### config.mk
export PLATFORM = sky130hd
export DESIGN_NAME = game_status
export DESIGN_NICKNAME = d
export VERILOG_FILES = /design/src/rtl/game_status.sv
export SDC_FILE = /design/constraint.sdc
export NUM_CORES = 1
export LEC_CHECK = 0
export ABC_AREA = 1
export CAP_MARGIN = 20
export CORE_MARGIN = 10
export CORE_UTILIZATION = 40
export CTS_CLUSTER_DIAMETER = 120
export DETAILED_ROUTE_END_ITERATION = 10
export DONT_BUFFER_PORTS = 1
export PLACE_DENSITY = 0.6
export SLEW_MARGIN = 40
export SYNTH_ARGS = -nofsm -noshare
export SYNTH_HDL_FRONTEND = slang
export SYNTH_SLANG_ARGS = --single-unit
### constraint.sdc
create_clock -name clk -period 2.7 [get_ports clk]
set_clock_uncertainty 0.2 [all_clocks]
set_input_delay 0.54 -clock clk [delete_from_list [all_inputs] [get_ports clk]]
set_output_delay 0.54 -clock clk [all_outputs]
set_load 0.02 [all_outputs]
### src/rtl/game_status.sv
// Player status tracker: life counter, post-hit invulnerability blink
// window and game-over latch. It produces one LED row image per state.
module game_status #(
  parameter int unsigned      WIDTH        = 16,
  parameter int unsigned      LIVES        = 3,
  parameter int unsigned      FLASH_TICKS  = 8,
  parameter logic [WIDTH-1:0] OVER_PATTERN = WIDTH'(16'b1111011010010111)
) (
  input  logic                           clk,
  input  logic                           reset,
  input  logic                           hit,
  input  logic                           tick,
  input  logic                           restart,
  output logic [WIDTH-1:0]               pixels,
  output logic [$clog2(LIVES+1)-1:0]     lives_left,
  output logic                           game_over,
  output logic                           invuln
);

  localparam int unsigned LW = $clog2(LIVES + 1);
  localparam int unsigned CW = 8;

  localparam logic [LW-1:0] LIVES_INIT = LW'(LIVES);
  localparam logic [CW-1:0] FLASH_INIT = CW'(FLASH_TICKS);

  // Elaboration-time guard on the parameter ranges
  if (WIDTH < 2 || WIDTH > 64) begin : g_bad_width
    $error("game_status: WIDTH out of range 2..64");
  end
  if (LIVES < 1 || LIVES > WIDTH) begin : g_bad_lives
    $error("game_status: LIVES out of range 1..WIDTH");
  end
  if (FLASH_TICKS < 1 || FLASH_TICKS > 255) begin : g_bad_flash
    $error("game_status: FLASH_TICKS out of range 1..255");
  end

  typedef enum logic [1:0] {
    S_PLAY  = 2'd0,
    S_FLASH = 2'd1,
    S_OVER  = 2'd2
  } state_t;

  state_t          r_state;
  state_t          w_state_nxt;
  logic [LW-1:0]   r_lives;
  logic [LW-1:0]   w_lives_nxt;
  logic [CW-1:0]   r_cnt;
  logic [CW-1:0]   w_cnt_nxt;
  logic            r_phase;
  logic            w_phase_nxt;
  logic [WIDTH-1:0] w_therm;

  // State, life count, flash counter and blink phase registers
  always_ff @(posedge clk) begin
    if (reset) begin
      r_state <= S_PLAY;
      r_lives <= LIVES_INIT;
      r_cnt   <= '0;
      r_phase <= 1'b0;
    end else begin
      r_state <= w_state_nxt;
      r_lives <= w_lives_nxt;
      r_cnt   <= w_cnt_nxt;
      r_phase <= w_phase_nxt;
    end
  end

  // Next-state logic; restart overrides everything, including a same-cycle hit
  always_comb begin
    w_state_nxt = r_state;
    w_lives_nxt = r_lives;
    w_cnt_nxt   = r_cnt;
    w_phase_nxt = r_phase;

    if (restart) begin
      w_state_nxt = S_PLAY;
      w_lives_nxt = LIVES_INIT;
      w_cnt_nxt   = '0;
      w_phase_nxt = 1'b0;
    end else begin
      case (r_state)
        S_PLAY: begin
          if (hit) begin
            if (r_lives > LW'(1)) begin
              w_lives_nxt = r_lives - LW'(1);
              w_state_nxt = S_FLASH;
              w_cnt_nxt   = FLASH_INIT;
              w_phase_nxt = 1'b0;
            end else begin
              // Last life gone: straight to game over, no blink window
              w_lives_nxt = '0;
              w_state_nxt = S_OVER;
            end
          end
        end
        S_FLASH: begin
          // Hits are ignored while invulnerable
          if (tick) begin
            w_cnt_nxt   = r_cnt - CW'(1);
            w_phase_nxt = ~r_phase;
            if (r_cnt <= CW'(1)) begin
              w_state_nxt = S_PLAY;
            end
          end
        end
        S_OVER: begin
          w_state_nxt = S_OVER;
        end
        default: begin
          w_state_nxt = S_PLAY;
          w_lives_nxt = LIVES_INIT;
          w_cnt_nxt   = '0;
          w_phase_nxt = 1'b0;
        end
      endcase
    end
  end

  // Thermometer image of the remaining lives
  always_comb begin
    w_therm = '0;
    for (int i = 0; i < int'(WIDTH); i++) begin
      w_therm[i] = (32'(i) < 32'(r_lives));
    end
  end

  // Row image and status flags decoded from the registered state
  always_comb begin
    pixels    = w_therm;
    game_over = 1'b0;
    invuln    = 1'b0;
    case (r_state)
      S_PLAY: begin
        pixels = w_therm;
      end
      S_FLASH: begin
        invuln = 1'b1;
        pixels = r_phase ? w_therm : '0;
      end
      S_OVER: begin
        game_over = 1'b1;
        pixels    = OVER_PATTERN;
      end
      default: begin
        pixels = w_therm;
      end
    endcase
  end

  assign lives_left = r_lives;

endmodule
==> results.json <==
{
  "hold_class": "in2reg",
  "netSwitchingPower_mw": 0.238,
  "report.final.setup_viol": 0,
  "critPathRequiredTime_ns": 1.96,
  "drt_iter0_drc": 43,
  "hold_viol": 0,
  "nNetsFinal": 144,
  "hold_ws_ns": 0.260,
  "pwr-share-seq_pct": 38.5,
  "viasPerCell": 4.55,
  "diodes": 0,
  "powerDensity_nw_per_um2": 623,
  "post_cts_resized": 0,
  "p_leak_nw": 0.442,
  "vias": 733,
  "htreeDepth": 1,
  "slowest_stage": "dfxtp_1",
  "postRouteAntennaNets": 0,
  "synth_top_area_share_pct": 28.1,
  "die_area_um2": 4630,
  "port_buffers": 0,
  "grt_setup_unrepaired": "no",
  "critPathKind": "reg2out",
  "comb_power_share_pct": 40.3,
  "clockPowerShare_pct": 21.2,
  "stdcell_area_um2": 932,
  "p_int_mw": 0.342,
  "syn-cell-area_um2": 925,
  "reg2regPathDepth": 9,
  "antenna_found_initial": 0,
  "drc": 0,
  "cp.depth": 6,
  "yosys_register_bits": 13,
  "core_area_um2": 2210,
  "p_sw_share_pct": 41.1,
  "area_delta_synth_final_pct": 0.812,
  "synth_area_leaders": "dfxtp_1 (28%), nand2_1 (11%), buf_4 (11%)",
  "max_stage_delay_ns": 0.34,
  "clk_pin_slew_ns": 0.08,
  "crit_path_end_kind": "output pin",
  "fmax_mhz": 436,
  "cts_tree": "built",
  "hold_depth": 2,
  "synthCells": 134,
  "cts-buffers-inserted": 3,
  "synth_area_leader_cell": "dfxtp_1",
  "postPlaceCellArea_um2": 906,
  "initial_core_util_pct": 41.8,
  "critPathMaxFanout": 8,
  "place.gp.congestion": 0.826,
  "drt_first_pass_iters": 4,
  "finalCritPeriodShare_pct": 84.9,
  "cts_hold_repair.buffers": 0,
  "dp_hpwl_um": 1380,
  "wirelength_um": 1770,
  "boundaryPins": 25,
  "peakVddDrop_mv": 0.277,
  "grt_max_degree": 12,
  "grt_util_all_layers_pct": 8.45,
  "num_rows": 17,
  "cp_data_arrival_time_ns": 1.55,
  "drv_slew": 0,
  "clockBufferDepth": 2,
  "drive_gt1_share_pct": 17.3,
  "post_cts_buffers": 0,
  "grt_pass1_wl_um": 3060,
  "grt-ovfl-total": 0,
  "maxCapViolCount": 0,
  "crit_chain": "inv_1, ha_1, buf_4, a21oi_1, o21ai_0, buf_4",
  "ys_seq_area_share_pct": 28.1,
  "tns_ns": 0,
  "crit_top_cell": "buf_4",
  "die_h_um": 68.1,
  "worst-path-buf-inv": 3,
  "insertion_delay_ns": 0.28,
  "start_kind": "flip-flop",
  "grt_pass1_vias": 688,
  "crit_family": "buffers and inverters",
  "die_w_um": 68.1,
  "synth_warnings": 0,
  "numClockSinks": 13,
  "status": "complete, no violations",
  "min_period_ns": 2.29,
  "wl_per_cell_um": 11.0,
  "synth_area_per_cell_um2": 6.90,
  "p_total_mw": 0.581,
  "synthDistinctLibCells": 26,
  "ctsRootBufferMaster": "clkbuf_4"
}
-- cells by family (layout without fill, tap and decap cells) --
logic type / after synthesis / count (layout) / share of synthesized area, %
adders and majority gates: 5 / 5 / 6.77
xor gates and xnor gates: 2 / 2 / 1.89
other: 1 / 5 / 0.406
buffers and inverters: 35 / 30 / 20.3
DFF: 13 / 13 / 28.1
AOI/OAI and AO/OA: 17 / 17 / 9.88
and+or+nand+nor: 61 / 61 / 32.6
-- worst reg2reg max path, delay by kind of cell, from the launching register on --
kind,cells,cell delay (ns)
XOR/XNOR,1,0.14
adder cells (fa/ha/maj),1,0.18
buffers and inverters,2,0.25
flip-flops,1,0.34
AND/OR/NAND/NOR,5,0.58
-- area by class of cell --
cell class                      count  area [um^2]
Inverter                           21         78.8
Timing Repair Buffer                5         37.5
Multi-Input combinational cell     90          494
Tap cell                           28         35.0
Fill cell                         252         1280
Sequential cell                    13          260
Clock buffer                        4         26.3
-- sequential cells by signal (all words and copies together) (netlist names) --
signal      count
r_state         2
r_phase         1
lives_left      2
r_cnt           8
-- per-layer routing --
layer / GRT usage, % / up-vias / wire length (um)
li1: - / 395 / -
met1: 9.43 / 313 / 781
met2: 13.7 / 21 / 806
met3: 3.59 / 4 / 152
met4: 3.77 / 0 / 29
met5: 0 / - / 0
-- power by group through the flow --
stage               logic, mW  registers, mW  clock network (mW)
finish                  0.234          0.223               0.123
global route            0.267          0.226               0.138
CTS                     0.236          0.223               0.130
detailed placement      0.235          0.228                   0
global placement        0.232          0.228                   0
floorplan               0.212          0.224                   0
-- through the flow --
step                setup WS (ns)  cells  util (%)
floorplan                   0.543    138         -
global placement            0.792    157      41.0
detailed placement          0.707    157      41.0
CTS                         0.389    161      42.1
global route                0.291    161      42.1
finish                      0.409    161      42.1
-- final timing paths --
check,slack [ns],end,from
min,0.26,lives_left[0]$_SDFFE_PP1P_,reset
max reg2reg,0.89,r_cnt[5]$_SDFFE_PP0P_,r_state[1]$_SDFFE_PP0P_
min reg2reg,0.29,r_cnt[0]$_SDFFE_PP0P_,r_cnt[0]$_SDFFE_PP0P_
max,0.41,pixels[0],r_state[1]$_SDFFE_PP0P_
-- cells in the mapped netlist (all sizes together) --
cell type and n:
a21oi 6, conb 1, dfxtp 13, o21ai 10, nor2 20, inv 21
ha 5, nand3 4, xnor2 1, buf 14, and3 1, nand4 4
xor2 1, a21boi 1, nor3 1, nand2 31
-- layout by cell type, fill, tap and decap left out, types with 4 or more instances in the layout --
cell type	instances
nand2_1	27
inv_1	18
nor2_1	17
dfxtp_1	13
a21oi_1	6
o21ai_0	6
conb_1	5
buf_4	5
ha_1	4
Power figures use the tool's default switching activity.
